### src/rtl/alu_regs_if.sv
// alu_regs_if: control/data bundle between the sequencer and the ALU operand
// register stage. The master side drives loads and stack controls; the slave
// side (alu_regs) returns the operand registers, stack status and flags.
interface alu_regs_if;
    logic [15:0] bus_in;
    logic [15:0] alu_res;
    logic        a_ld;
    logic        a_res;
    logic        b_ld;
    logic        swap;
    logic [4:0]  op_in;
    logic        op_ld;
    logic        push_b;
    logic        pop_b;
    logic        clr_err;
    logic [15:0] a_out;
    logic [15:0] b_out;
    logic [4:0]  op_out;
    logic [2:0]  depth;
    logic        ovf;
    logic        unf;
    logic        flag_z;
    logic        flag_n;

    modport master (
        output bus_in, alu_res, a_ld, a_res, b_ld, swap, op_in, op_ld,
               push_b, pop_b, clr_err,
        input  a_out, b_out, op_out, depth, ovf, unf, flag_z, flag_n
    );

    modport slave (
        input  bus_in, alu_res, a_ld, a_res, b_ld, swap, op_in, op_ld,
               push_b, pop_b, clr_err,
        output a_out, b_out, op_out, depth, ovf, unf, flag_z, flag_n
    );
endinterface

### src/rtl/alu_regs.sv
// alu_regs: A/B operand registers, latched opcode and a 4-entry LIFO for
// saving B. All state is registered on the rising edge so the ALU can settle
// on the falling edge. Optional result flags are built only when the macro
// ALU_REGS_FLAGS_EN is defined; otherwise flag_z/flag_n are tied low.
module alu_regs (
    input logic      clk,
    input logic      rst,
    alu_regs_if.slave regs
);
    logic [15:0] a_reg, a_next;
    logic [15:0] b_reg, b_next;
    logic [4:0]  op_reg;
    logic [2:0]  depth_reg, depth_next;
    logic        ovf_reg, unf_reg;
    logic [15:0] stack_mem [0:3];

    logic        push_only, pop_only;
    logic        do_push, do_pop;
    logic        ovf_set, unf_set;
    logic        swap_en;
    logic [15:0] stack_top;

    // Stack and swap qualification; push+pop together cancels out.
    always_comb begin
        push_only = regs.push_b & ~regs.pop_b;
        pop_only  = regs.pop_b & ~regs.push_b;
        do_push   = push_only & (depth_reg != 3'd4);
        do_pop    = pop_only & (depth_reg != 3'd0);
        ovf_set   = push_only & (depth_reg == 3'd4);
        unf_set   = pop_only & (depth_reg == 3'd0);
        // Any competing source on either register kills the whole swap.
        swap_en   = regs.swap & ~(regs.a_ld | regs.a_res | regs.b_ld | regs.pop_b);
        stack_top = stack_mem[depth_reg[1:0] - 2'd1];
    end

    // Next-value selection for A, B and depth.
    always_comb begin
        a_next = a_reg;
        if (regs.a_res)
            a_next = regs.alu_res;
        else if (regs.a_ld)
            a_next = regs.bus_in;
        else if (swap_en)
            a_next = b_reg;

        b_next = b_reg;
        if (regs.b_ld)
            b_next = regs.bus_in;
        else if (do_pop)
            b_next = stack_top;
        else if (swap_en)
            b_next = a_reg;

        depth_next = depth_reg;
        if (do_push)
            depth_next = depth_reg + 3'd1;
        else if (do_pop)
            depth_next = depth_reg - 3'd1;
    end

    // Register state with asynchronous active-low clear; errors are sticky, set wins over clear.
    always_ff @(posedge clk or negedge rst) begin
        if (!rst) begin
            a_reg     <= 16'h0000;
            b_reg     <= 16'h0000;
            op_reg    <= 5'h00;
            depth_reg <= 3'd0;
            ovf_reg   <= 1'b0;
            unf_reg   <= 1'b0;
        end else begin
            a_reg     <= a_next;
            b_reg     <= b_next;
            depth_reg <= depth_next;
            if (regs.op_ld)
                op_reg <= regs.op_in;
            if (ovf_set)
                ovf_reg <= 1'b1;
            else if (regs.clr_err)
                ovf_reg <= 1'b0;
            if (unf_set)
                unf_reg <= 1'b1;
            else if (regs.clr_err)
                unf_reg <= 1'b0;
        end
    end

    // Stack storage; contents are meaningless after reset since depth restarts at 0.
    always_ff @(posedge clk) begin
        if (do_push)
            stack_mem[depth_reg[1:0]] <= b_reg;
    end

`ifdef ALU_REGS_FLAGS_EN
    logic flag_z_reg, flag_n_reg;

    // Result flags track every write-back of the ALU result into A.
    always_ff @(posedge clk or negedge rst) begin
        if (!rst) begin
            flag_z_reg <= 1'b0;
            flag_n_reg <= 1'b0;
        end else if (regs.a_res) begin
            flag_z_reg <= (regs.alu_res == 16'h0000);
            flag_n_reg <= regs.alu_res[15];
        end
    end

    assign regs.flag_z = flag_z_reg;
    assign regs.flag_n = flag_n_reg;
`else
    assign regs.flag_z = 1'b0;
    assign regs.flag_n = 1'b0;
`endif

    assign regs.a_out  = a_reg;
    assign regs.b_out  = b_reg;
    assign regs.op_out = op_reg;
    assign regs.depth  = depth_reg;
    assign regs.ovf    = ovf_reg;
    assign regs.unf    = unf_reg;
endmodule

### src/flat_wrapper.sv
// flat-port wrapper written by rule: the top's interface ports become plain ports
module alu_regs_flat 
  (clk, rst, regs_bus_in, regs_alu_res, regs_a_ld, regs_a_res, regs_b_ld, regs_swap, regs_op_in, regs_op_ld, regs_push_b, regs_pop_b, regs_clr_err, regs_a_out, regs_b_out, regs_op_out, regs_depth, regs_ovf, regs_unf, regs_flag_z, regs_flag_n);
  alu_regs_if regs_i ();
  input logic clk;
  input logic rst;
  input wire logic [$bits(regs_i.bus_in)-1:0] regs_bus_in;
  input wire logic [$bits(regs_i.alu_res)-1:0] regs_alu_res;
  input wire logic [$bits(regs_i.a_ld)-1:0] regs_a_ld;
  input wire logic [$bits(regs_i.a_res)-1:0] regs_a_res;
  input wire logic [$bits(regs_i.b_ld)-1:0] regs_b_ld;
  input wire logic [$bits(regs_i.swap)-1:0] regs_swap;
  input wire logic [$bits(regs_i.op_in)-1:0] regs_op_in;
  input wire logic [$bits(regs_i.op_ld)-1:0] regs_op_ld;
  input wire logic [$bits(regs_i.push_b)-1:0] regs_push_b;
  input wire logic [$bits(regs_i.pop_b)-1:0] regs_pop_b;
  input wire logic [$bits(regs_i.clr_err)-1:0] regs_clr_err;
  output wire logic [$bits(regs_i.a_out)-1:0] regs_a_out;
  output wire logic [$bits(regs_i.b_out)-1:0] regs_b_out;
  output wire logic [$bits(regs_i.op_out)-1:0] regs_op_out;
  output wire logic [$bits(regs_i.depth)-1:0] regs_depth;
  output wire logic [$bits(regs_i.ovf)-1:0] regs_ovf;
  output wire logic [$bits(regs_i.unf)-1:0] regs_unf;
  output wire logic [$bits(regs_i.flag_z)-1:0] regs_flag_z;
  output wire logic [$bits(regs_i.flag_n)-1:0] regs_flag_n;
  assign regs_i.bus_in = regs_bus_in;
  assign regs_i.alu_res = regs_alu_res;
  assign regs_i.a_ld = regs_a_ld;
  assign regs_i.a_res = regs_a_res;
  assign regs_i.b_ld = regs_b_ld;
  assign regs_i.swap = regs_swap;
  assign regs_i.op_in = regs_op_in;
  assign regs_i.op_ld = regs_op_ld;
  assign regs_i.push_b = regs_push_b;
  assign regs_i.pop_b = regs_pop_b;
  assign regs_i.clr_err = regs_clr_err;
  assign regs_a_out = regs_i.a_out;
  assign regs_b_out = regs_i.b_out;
  assign regs_op_out = regs_i.op_out;
  assign regs_depth = regs_i.depth;
  assign regs_ovf = regs_i.ovf;
  assign regs_unf = regs_i.unf;
  assign regs_flag_z = regs_i.flag_z;
  assign regs_flag_n = regs_i.flag_n;
  alu_regs u_core (.clk(clk), .rst(rst), .regs(regs_i));
endmodule
### config.mk
export PLATFORM = sky130hd
export DESIGN_NAME = alu_regs_flat
export DESIGN_NICKNAME = d
export VERILOG_FILES = /design/src/rtl/alu_regs_if.sv /design/src/rtl/alu_regs.sv /design/src/flat_wrapper.sv
export SDC_FILE = /design/constraint.sdc
export NUM_CORES = 1
export LEC_CHECK = 0
export BUFFER_PORTS_ARGS = -buffer_cell sky130_fd_sc_hd__buf_2
export CAP_MARGIN = 10
export CORE_ASPECT_RATIO = 0.5
export CORE_MARGIN = 4
export CORE_UTILIZATION = 42
export DETAILED_ROUTE_END_ITERATION = 10
export HOLD_SLACK_MARGIN = 0.08
export PLACE_DENSITY = 0.66
export SLEW_MARGIN = 25
export SYNTH_ARGS = -nofsm -noshare
export SYNTH_HDL_FRONTEND = slang
export SYNTH_SLANG_ARGS = --single-unit
### constraint.sdc
create_clock -name clk -period 2.4 [get_ports clk]
set_input_delay 0.12 -clock clk [delete_from_list [all_inputs] [get_ports clk]]
set_output_delay 0.12 -clock clk [all_outputs]
set_load 0.01 [all_outputs]
==> flow_summary_export.csv, run 1 <==
group,metric,value,unit
synthesis,syn_inst,324,
sta,skew,7.54,ps
power_and_ir_drop,ir_drop,0.368,mV
power_and_ir_drop,swShare,30.3,%
die,ios,91,
clock_network,hold_buffers,35,
power_and_ir_drop,clkPwrFrac,25.5,%
synthesis,ys_seq_area_share,64.3,%
synthesis,synth_edf_count,64,
sta,worstMarginPinSlew,701,ps
placement,hpwl,6.85,mm
die,core,10500,um^2
worst_setup_path,r2r_setup_slack,370,ps
synthesis,synth_xor_area_share,0.379,%
clock_network,clock-sinks,106,
die,die_area,12900,um^2
cells_and_area,diodes,0,
power_and_ir_drop,seq_power_share,44.1,%
global_routing,grt_max_degree,43,
sta,drv_slew,0,
cells_and_area,final_common_cell,"buf_2",
power_and_ir_drop,power_frac_comb,30.4,%
die,fp.dieH,82.2,um
power_and_ir_drop,switching_power,1.69,mW
global_routing,grtUsageTotal,17.9,%
detailed_routing,dr_total_vias,3149,
synthesis,async_flop_share,39.6,%
sta,hold_viol_final,0,
power_and_ir_drop,power_density,948,nW/um^2
sta,rsz0062_at_grt,"no",
worst_setup_path,r2r_start,"u_core.regs.depth[0]",
placement,portBuffers,88,
synthesis,synthSimpleGateAreaFrac,5.90,%
synthesis,ys.flop_type,"edfxtp_1",
sta,setup_violations,0,
die,fp.dieW,156,um
sta,max_freq,492,MHz
detailed_routing,vias_per_cell,5.27,
global_routing,grt_pass1_vias,3131,
die,rows,26,
detailed_routing,drtIter0Drc,214,
min_path,holdPathStages,3,
placement,gp_congestion,0.783,
min_path,hold_path_startpoint,"regs_alu_res[10]",
worst_setup_path,reg2reg_depth,8,
worst_setup_path,crit_start,"u_core.regs.depth[0]",
clock_network,clkTransAtPathRegs,70,ps
worst_setup_path,critical_path_class,"reg -> reg",
synthesis,synth_fa_ha_area_share,1.35,%
sta,timing.final.crit_period,2030,ps
detailed_routing,wl,10.7,mm
worst_setup_path,cp-start-kind,"register",
cells_and_area,drive_gt1_share,31.5,%
worst_setup_path,critPathMaxFanout,7,
global_routing,grt_pass1_wl,17.3,mm
synthesis,synth.cell_area,4620,um^2
sta,slew_headroom,53.2,%
synthesis,synth_compound_area_share,11.2,%
global_routing,grt-ovfl-total,0,
die,start_util,44.1,%
clock_network,cts_tree,"built",
sta,period_share,84.6,%
synthesis,ys_ff_latch,106,
power_and_ir_drop,power,5.58,mW
clock_network,insertion_delay,350,ps
run_status,status,"finished, final reports clean",
worst_setup_path,worstPathArrival,2280,ps
worst_setup_path,timing.rr.end,"u_core.regs.depth[2]",
clock_network,cts_setup_buffers,0,
worst_setup_path,worstPathRequired,2650,ps
clock_network,cts_buffers,9,
detailed_routing,drc,0,
cells_and_area,syn_to_final_growth,27.2,%
run,maxCapViolCount,0,
synthesis,synthMuxAreaShare,12.5,%
power_and_ir_drop,p_leak,2.42,nW
cells_and_area,largest_reg_flops,64,
worst_setup_path,crit_path_end_kind,"register",
min_path,whs_endpoint,"u_core.regs.a_out[10]",
cells_and_area,layout.nets,504,
clock_network,cts-resized-gates,0,
detailed_routing,avgRoutedWirePerCell,18.0,um
synthesis,syn_avg_cell_area,14.3,um^2
cells_and_area,layout_common_cells,"buf_2, edfxtp_1, dfrtp_1",
min_path,hold_path.class,"in -> reg",
clock_network,cts_root_buf,"clkbuf_16",
power_and_ir_drop,p_int,3.88,mW
clock_network,cts_buffer_depth,2,
detailed_routing,drt_first_pass_iters,5,
synthesis,yosysUniqueCellTypes,39,
synthesis,ys_warn_count,0,
sta,whs,92.3,ps
synthesis,synth_top_family_by_area,"multiplexers",
global_routing,antenna_found_initial,0,
detailed_routing,ant_nets,0,
clock_network,h-tree-depth,3,
==> per-layer routing <==
layer / part of all wire, % / vias to the layer above / global-route usage, % / wire (um)
met5: 0 / - / 0 / 0
met4: 1.1 / 0 / 4.85 / 113
met3: 6.7 / 9 / 5.00 / 722
met2: 49 / 89 / 29.0 / 5210
met1: 44 / 1565 / 24.1 / 4690
li1: - / 1486 / - / -
==> power groups by stage <==
stage / Clock [mW] / Sequential [mW] / Combinational [mW]
2_1_floorplan: 0 / 2.52 / 1.09
3_3_place_gp: 0 / 2.49 / 1.65
3_5_place_dp: 0 / 2.50 / 1.67
4_1_cts: 1.46 / 2.46 / 1.73
5_1_grt: 1.54 / 2.49 / 1.91
6_report: 1.42 / 2.46 / 1.70
==> worst max path at each step <==
stage                                        to  depth (start not counted)
after floorplan            u_core.regs.depth[2]                         10
after global placement     u_core.regs.depth[1]                          8
after detailed placement  u_core.regs.b_out[10]                          6
after CTS                 u_core.regs.b_out[11]                          6
after global routing       u_core.regs.depth[2]                          8
final                      u_core.regs.depth[2]                          8
==> metrics by stage <==
| step | setup TNS (ps) | area [um^2] | util (%) | worst slack, ps | std cells |
|---|---|---|---|---|---|
| floorplan | -4.96 | 4640 | - | -4.96 | 325 |
| global placement | 0 | 5240 | 50.0 | 458 | 546 |
| detailed placement | 0 | 5240 | 50.0 | 402 | 546 |
| CTS | 0 | 5880 | 56.1 | 347 | 597 |
| global route | 0 | 5880 | 56.1 | 150 | 597 |
| finish | 0 | 5880 | 56.1 | 369 | 597 |
==> worst max-delay path: stages (launching register included) <==
cell and delay, ps:
dfrtp_1 380, inv_1 120, ha_1 370, a21oi_2 150
xnor2_1 150, ha_1 220, nor4_1 190, a311oi_1 80
a311oi_1 270
==> cell usage after synthesis (all sizes together) (7+ instances only) <==
| cell type | n | share of area [%] |
|---|---|---|
| nor2 | 20 | 1.6 |
| mux2i | 16 | 3.5 |
| a222oi | 16 | 3.5 |
| dfrtp | 42 | 23 |
| edfxtp | 64 | 42 |
| o21ai | 32 | 3.5 |
| nand2 | 18 | 1.5 |
| inv | 21 | 1.7 |
| a21oi | 19 | 2.1 |
| buf | 15 | 2.0 |
| clkbuf | 7 | 0.57 |
| mux4 | 16 | 7.8 |
==> kinds of logic (layout without fill, tap and decap cells) <==
group / count (synthesis) / count (layout)
simple gates: 53 / 53
flops: 106 / 106
xor+xnor: 2 / 2
compound gates: 77 / 77
buf+inv: 43 / 175
other cells: 1 / 2
fa+ha+maj: 5 / 5
mux: 37 / 37
==> cell type report <==
cell class	instances	area [um^2]
Clock buffer	9	225
Clock inverter	7	60.1
Fill cell	831	4590
Inverter	21	78.8
Multi-Input combinational cell	176	1460
Sequential cell	106	2970
Tap cell	140	175
Timing Repair Buffer	138	906
No activity file was read; power rests on OpenSTA's default activity.
==> inputs of run 2 (changes only) <==
--- a/config.mk
+++ b/config.mk
@@ -5,6 +5,7 @@
 export SDC_FILE = /design/constraint.sdc
 export NUM_CORES = 1
 export LEC_CHECK = 0
+export ABC_AREA = 1
 export BUFFER_PORTS_ARGS = -buffer_cell sky130_fd_sc_hd__buf_2
 export CAP_MARGIN = 10
 export CORE_ASPECT_RATIO = 0.5
@@ -12,7 +13,7 @@
 export CORE_UTILIZATION = 42
 export DETAILED_ROUTE_END_ITERATION = 10
 export HOLD_SLACK_MARGIN = 0.08
-export PLACE_DENSITY = 0.66
+export PLACE_DENSITY = 0.65
 export SLEW_MARGIN = 25
 export SYNTH_ARGS = -nofsm -noshare
 export SYNTH_HDL_FRONTEND = slang
==> constraint.sdc (replaced) <==
create_clock -name clk -period 1.6 [get_ports clk]
set_input_delay 0.08 -clock clk [delete_from_list [all_inputs] [get_ports clk]]
set_output_delay 0.08 -clock clk [all_outputs]
set_load 0.01 [all_outputs]
==> run 2 against run 1 <==
Effect of this change:
- via count grew 35%
- clock power increased by 50%
- synthesized area grew 14%
- count of clock-buffer cells in the layout grew 1
- non-clock buffer count up 9
- highest routed layer unchanged
- critical path type unchanged
- critical path depth decreased by 3
- flip-flop and latch count did not move
==> flow_summary_export.csv, run 2 <==
group,metric,value,unit
synthesis,syn_inst,572,
global_routing,grt-ovfl-total,0,
detailed_routing,dr_total_vias,4251,
sta,period_share,98.0,%
clock_network,cts_root_buf,"clkbuf_16",
clock_network,cts_buffer_depth,2,
power_and_ir_drop,power_density,1400,nW/um^2
synthesis,synthTopCellsByArea,"edfxtp_1, dfrtp_1, nand2_1, inv_1, nand3_1",
synthesis,synthSimpleGateAreaFrac,20.1,%
sta,rsz0062_at_grt,"yes",
sta,setup_violations,0,
cells_and_area,syn_to_final_growth,28.0,%
placement,gp_congestion,0.837,
run,maxCapViolCount,0,
placement,placed_cells,825,
sta,timing.final.crit_period,1570,ps
placement,portBuffers,88,
synthesis,synth_compound_area_share,6.85,%
cells_and_area,largest_reg_flops,64,
global_routing,antenna_found_initial,0,
synthesis,synth_top_area_share,36.4,%
synthesis,synth_fa_ha_area_share,1.18,%
clock_network,cts_buffers,9,
global_routing,grt_max_degree,43,
synthesis,synth_top_family_by_area,"simple AND/OR/NAND/NOR gates",
die,fp.dieH,87.3,um
worst_setup_path,critPathMaxFanout,3,
sta,skew,9.33,ps
clock_network,h-tree-depth,3,
detailed_routing,vias_per_cell,4.86,
worst_setup_path,cp-start-kind,"register",
die,core,12100,um^2
synthesis,synth_edf_count,64,
worst_setup_path,r2r_start,"u_core.regs.depth[0]",
worst_setup_path,crit_start,"u_core.regs.depth[0]",
detailed_routing,wl,13.9,mm
cells_and_area,final-seq-area,2980,um^2
placement,hpwl,9.67,mm
die,start_util,43.8,%
min_path,hold_path_startpoint,"regs_push_b",
die,fp.dieW,167,um
power_and_ir_drop,power,9.50,mW
clock_network,cts_tree,"built",
power_and_ir_drop,switching_power,3.59,mW
power_and_ir_drop,clkPwrFrac,22.4,%
synthesis,syn_avg_cell_area,9.23,um^2
worst_setup_path,worstPathArrival,1850,ps
detailed_routing,drtIter0Drc,334,
detailed_routing,ant_nets,0,
die,rows,28,
detailed_routing,drt_first_pass_iters,5,
global_routing,grt_pass1_vias,4151,
cells_and_area,final_common_cell,"nand2_1",
cells_and_area,fin_cells,875,
power_and_ir_drop,p_int,5.90,mW
run_status,status,"finished, final reports clean",
power_and_ir_drop,power_frac_comb,37.3,%
min_path,hold_path.class,"in -> reg",
sta,slew_headroom,57.4,%
cells_and_area,multiInputGateArea,1830,um^2
synthesis,ys_top_cells_by_count,"nand2_1, inv_1, edfxtp_1",
detailed_routing,avgRoutedWirePerCell,15.9,um
die,ios,91,
cells_and_area,drive_gt1_share,25.2,%
synthesis,ys_warn_count,0,
cells_and_area,layout.nets,757,
sta,drv_slew,0,
synthesis,ys.flop_type,"edfxtp_1",
die,die_area,14500,um^2
synthesis,ys_seq_area_share,56.3,%
clock_network,clkTransAtPathRegs,70,ps
synthesis,ys_ff_latch,106,
synthesis,synthMuxAreaShare,4.10,%
power_and_ir_drop,ir_drop,0.711,mV
power_and_ir_drop,p_leak,3.20,nW
power_and_ir_drop,seq_power_share,40.3,%
worst_setup_path,crit_path_end_kind,"register",
cells_and_area,nFillCells,1059,
cells_and_area,final_core_util,56.1,%
sta,hold_viol_final,0,
sta,fin_setup_tns,0,ps
synthesis,async_flop_share,39.6,%
worst_setup_path,worstPathRequired,1880,ps
power_and_ir_drop,swShare,37.8,%
synthesis,yosysUniqueCellTypes,31,
cells_and_area,layout_common_cells,"nand2_1, inv_1, buf_2",
synthesis,synth_most_common_cell,"nand2_1",
sta,max_freq,638,MHz
clock_network,insertion_delay,350,ps
synthesis,yosysTopAreaCell,"edfxtp_1",
synthesis,synth.cell_area,5280,um^2
clock_network,clock-sinks,106,
global_routing,grt_pass1_wl,21.9,mm
global_routing,grtUsageTotal,19.5,%
synthesis,synth_xor_area_share,0.498,%
sta,worstMarginPinSlew,638,ps
detailed_routing,drc,0,
cells_and_area,diodes,0,
worst_setup_path,critical_path_class,"reg -> reg",
==> run 2: cell type report <==
class	instances	area share, %
Tap cell	165	3.05
Clock buffer	10	3.39
Inverter	108	6.11
Timing Repair Buffer	147	15.5
Multi-Input combinational cell	333	27.0
Clock inverter	6	0.870
Sequential cell	106	44.0
==> run 2: layer usage <==
metal / track usage [%] / up-vias / wire length, um
met5: 0 / - / 0
met4: 5.20 / 0 / 158
met3: 4.49 / 16 / 918
met2: 29.7 / 138 / 5910
met1: 28.3 / 2016 / 6890
li1: - / 2081 / -
==> run 2: final timing paths <==
path                                        end  slack, ps  depth (start not counted)
max                             u_core.regs.unf         30                          5
min                             u_core.regs.ovf         90                          3
max reg2reg                     u_core.regs.unf         30                          5
min reg2reg                u_core.regs.a_out[0]        530                          2
max in group asynchronous  u_core.regs.depth[0]       1130                          3
min in group asynchronous  u_core.regs.a_out[7]        230                          3
==> run 2: kinds of logic after synthesis <==
| family | count (synthesis) |
|---|---|
| simple gates | 235 |
| flops | 106 |
| other cells | 1 |
| buf+inv | 135 |
| xor+xnor | 3 |
| compound gates | 66 |
| fa+ha+maj | 5 |
| mux | 21 |
==> run 2: power by group through the flow <==
stage | sequential [mW] | combinational (mW) | clock [mW]
after floorplan | 3.86 | 2.04 | 0
after global placement | 3.86 | 3.26 | 0
after detailed placement | 3.86 | 3.34 | 0
after CTS | 3.81 | 3.46 | 2.17
after global routing | 3.87 | 3.92 | 2.28
final | 3.82 | 3.54 | 2.13
==> run 2: through the flow <==
stage	area [um^2]	hold WS [ps]	worst slack, ps
floorplan	5370	-216	-307
global placement	6120	74.5	42.8
detailed placement	6120	77.6	-7.77
CTS	6710	80.7	25.2
global route	6760	104	-21.4
finish	6760	94.6	31.8
==> run 2: timing repair <==
action / 4_1_cts / 5_1_grt
gates cloned: 0 / 1
endpoints found under the hold margin: 65 / 0
setup buffers: 0 / 3
endpoints found under the setup margin: 2 / 19
gates resized for setup: 1 / 7
pin swaps: 0 / 7
hold buffers: 30 / 0
==> run 2: worst max-delay path: stages, from the launching register on <==
cell and delay [ps]:
dfrtp_2 420, inv_4 80, ha_4 150, nand2_1 100, o22ai_1 160, dlygate4sd3_1 590
==> inputs of run 3 (changes only) <==
--- a/config.mk
+++ b/config.mk
@@ -13,7 +13,6 @@
 export CORE_UTILIZATION = 42
 export DETAILED_ROUTE_END_ITERATION = 10
 export HOLD_SLACK_MARGIN = 0.08
-export PLACE_DENSITY = 0.65
 export SLEW_MARGIN = 25
 export SYNTH_ARGS = -nofsm -noshare
 export SYNTH_HDL_FRONTEND = slang
==> constraint.sdc (replaced) <==
create_clock -name clk -period 1.9 [get_ports clk]
set_input_delay 0.095 -clock clk [delete_from_list [all_inputs] [get_ports clk]]
set_output_delay 0.095 -clock clk [all_outputs]
set_load 0.01 [all_outputs]
==> run 3 against run 2 <==
Effect of this change:
- worst hold slack got worse by 1.4 ps
- clock power decreased by 18%
- wire length decreased by 4.2%
- combinational power fell by 23%
- sequential power fell by 16%
- final area down 2.6%
- via count fell by 3.8%
- critical path depth rose by 4
- count of clock-buffer cells in the layout fell by 1
- maximum frequency is 10% lower
- largest cell class unchanged
- highest routed layer unchanged
==> flow_summary_export.csv, run 3 (same netlist as run 2, synthesis figures left out) <==
group,metric,value,unit
detailed_routing,drt_first_pass_iters,5,
placement,hpwl,9.27,mm
power_and_ir_drop,clkPwrFrac,22.7,%
die,core,12100,um^2
sta,max_freq,571,MHz
power_and_ir_drop,p_int,4.78,mW
sta,hold_viol_final,0,
sta,period_share,92.2,%
sta,setup_violations,0,
clock_network,cts_buffer_depth,2,
sta,drv_slew,0,
worst_setup_path,worstPathRequired,2170,ps
die,fp.dieW,167,um
detailed_routing,drtIter0Drc,302,
global_routing,grt-ovfl-total,0,
sta,skew,9.37,ps
worst_setup_path,crit_path_end_kind,"register",
power_and_ir_drop,power_density,1160,nW/um^2
detailed_routing,ant_nets,0,
worst_setup_path,critPathMaxFanout,15,
placement,place_ws,177,ps
power_and_ir_drop,swShare,37.6,%
min_path,holdPathStages,2,
sta,rsz0062_at_grt,"no",
power_and_ir_drop,power,7.67,mW
cells_and_area,diodes,0,
clock_network,insertion_delay,340,ps
cells_and_area,layout.nets,747,
worst_setup_path,r2r_setup_slack,150,ps
global_routing,grtUsageTotal,19.3,%
detailed_routing,drc,0,
clock_network,clkTransAtPathRegs,70,ps
clock_network,cts_root_buf,"clkbuf_16",
power_and_ir_drop,p_leak,3.14,nW
placement,gp_congestion,0.835,
worst_setup_path,critical_path_class,"reg -> reg",
worst_setup_path,timing.rr.end,"u_core.regs.b_out[3]",
clock_network,h-tree-depth,3,
sta,worstMarginPinSlew,643,ps
run_status,status,"finished, final reports clean",
cells_and_area,nFillCells,1100,
worst_setup_path,cp-start-kind,"register",
cells_and_area,final_common_cell,"nand2_1",
min_path,hold_path.class,"in -> reg",
cells_and_area,syn_to_final_growth,24.6,%
min_path,hold_path_startpoint,"regs_op_ld",
detailed_routing,wl,13.3,mm
worst_setup_path,reg2reg_depth,9,
global_routing,grt_max_degree,38,
clock_network,cts_setup_buffers,0,
die,die_area,14500,um^2
sta,worst_slack,148,ps
die,fp.dieH,87.3,um
min_path,whs_endpoint,"u_core.regs.op_out[3]",
run,maxCapViolCount,0,
placement,portBuffers,88,
global_routing,antenna_found_initial,0,
die,ios,91,
global_routing,grt_pass1_vias,4088,
cells_and_area,largest_reg_flops,64,
clock_network,cts_buffers,9,
sta,slew_headroom,57.1,%
detailed_routing,vias_per_cell,4.73,
sta,timing.final.crit_period,1750,ps
cells_and_area,layout_common_cells,"nand2_1, inv_1, buf_2",
power_and_ir_drop,seq_power_share,42.0,%
die,rows,28,
power_and_ir_drop,ir_drop,0.554,mV
power_and_ir_drop,power_frac_comb,35.3,%
global_routing,grt_pass1_wl,21.8,mm
detailed_routing,avgRoutedWirePerCell,15.4,um
detailed_routing,dr_total_vias,4088,
clock_network,cts_tree,"built",
worst_setup_path,r2r_start,"u_core.regs.depth[1]",
die,start_util,43.8,%
clock_network,clock-sinks,106,
cells_and_area,drive_gt1_share,23.5,%
power_and_ir_drop,switching_power,2.88,mW
worst_setup_path,worstPathArrival,2030,ps
## run 3: cell count changes in the layout (fill, tap and decap cells not counted), sizes merged
cell	before	now
buf	117	108
clkbuf	10	9
clkinv	3	4
inv	110	109
nor2	43	42
## run 3: through the flow
step | hold slack, ps | cells | TNS [ps] | instance area, um^2 | util, %
2_1_floorplan | -201 | 573 | -6.90 | 5370 | -
3_3_place_gp | 113 | 819 | 0 | 6000 | 49.8
3_5_place_dp | 114 | 819 | 0 | 6000 | 49.8
4_1_cts | 80.1 | 864 | 0 | 6580 | 54.6
5_1_grt | 107 | 864 | 0 | 6580 | 54.6
6_report | 93.2 | 864 | 0 | 6580 | 54.6
## run 3: worst max path at each step
stage,slack [ps],start,cells after the start,end
6_report,150,u_core.regs.depth[1],9,u_core.regs.b_out[3]
5_1_grt,20,u_core.regs.depth[1],9,u_core.regs.depth[2]
4_1_cts,160,u_core.regs.depth[1],9,u_core.regs.b_out[3]
3_5_place_dp,180,u_core.regs.depth[1],9,u_core.regs.b_out[3]
3_3_place_gp,220,u_core.regs.depth[1],9,u_core.regs.depth[2]
2_1_floorplan,-7,u_core.regs.depth[0],11,u_core.regs.depth[2]
## run 3: power by group through the flow
stage / registers [mW] / clock network (mW) / logic [mW]
finish: 3.22 / 1.74 / 2.71
floorplan: 3.25 / 0 / 1.71
CTS: 3.21 / 1.77 / 2.74
global route: 3.26 / 1.88 / 3.07
detailed placement: 3.26 / 0 / 2.66
global placement: 3.25 / 0 / 2.62
## run 3: metal layers
layer,share of wire [%],global-route usage (%),vias to the layer above
li1,-,-,2057
met1,51,29.1,1896
met2,41,29.0,124
met3,6.2,4.31,11
met4,0.84,3.56,0
met5,0,0,-
## run 3: layout make-up
cell class	instances	area, um^2	area share (%)
Inverter	108	408	6.20
Sequential cell	106	2970	45.2
Clock buffer	9	225	3.42
Multi-Input combinational cell	332	1800	27.4
Clock inverter	6	50.0	0.761
Timing Repair Buffer	138	916	13.9
Tap cell	165	206	3.14
## run 3: what timing repair did
action / in CTS / in global routing
endpoints found under the hold margin: 43 / 0
resized for setup: 0 / 0
hold buffers: 30 / 0
## run 3: critical path, cell delays in order, from the launching register on
cell and delay, ps:
dfrtp_1 380, inv_1 140, ha_4 180, nand2_1 120, nand2_4 150, nand2_2 100
nor2_8 250, buf_4 220, nor2_4 40, a21oi_2 100
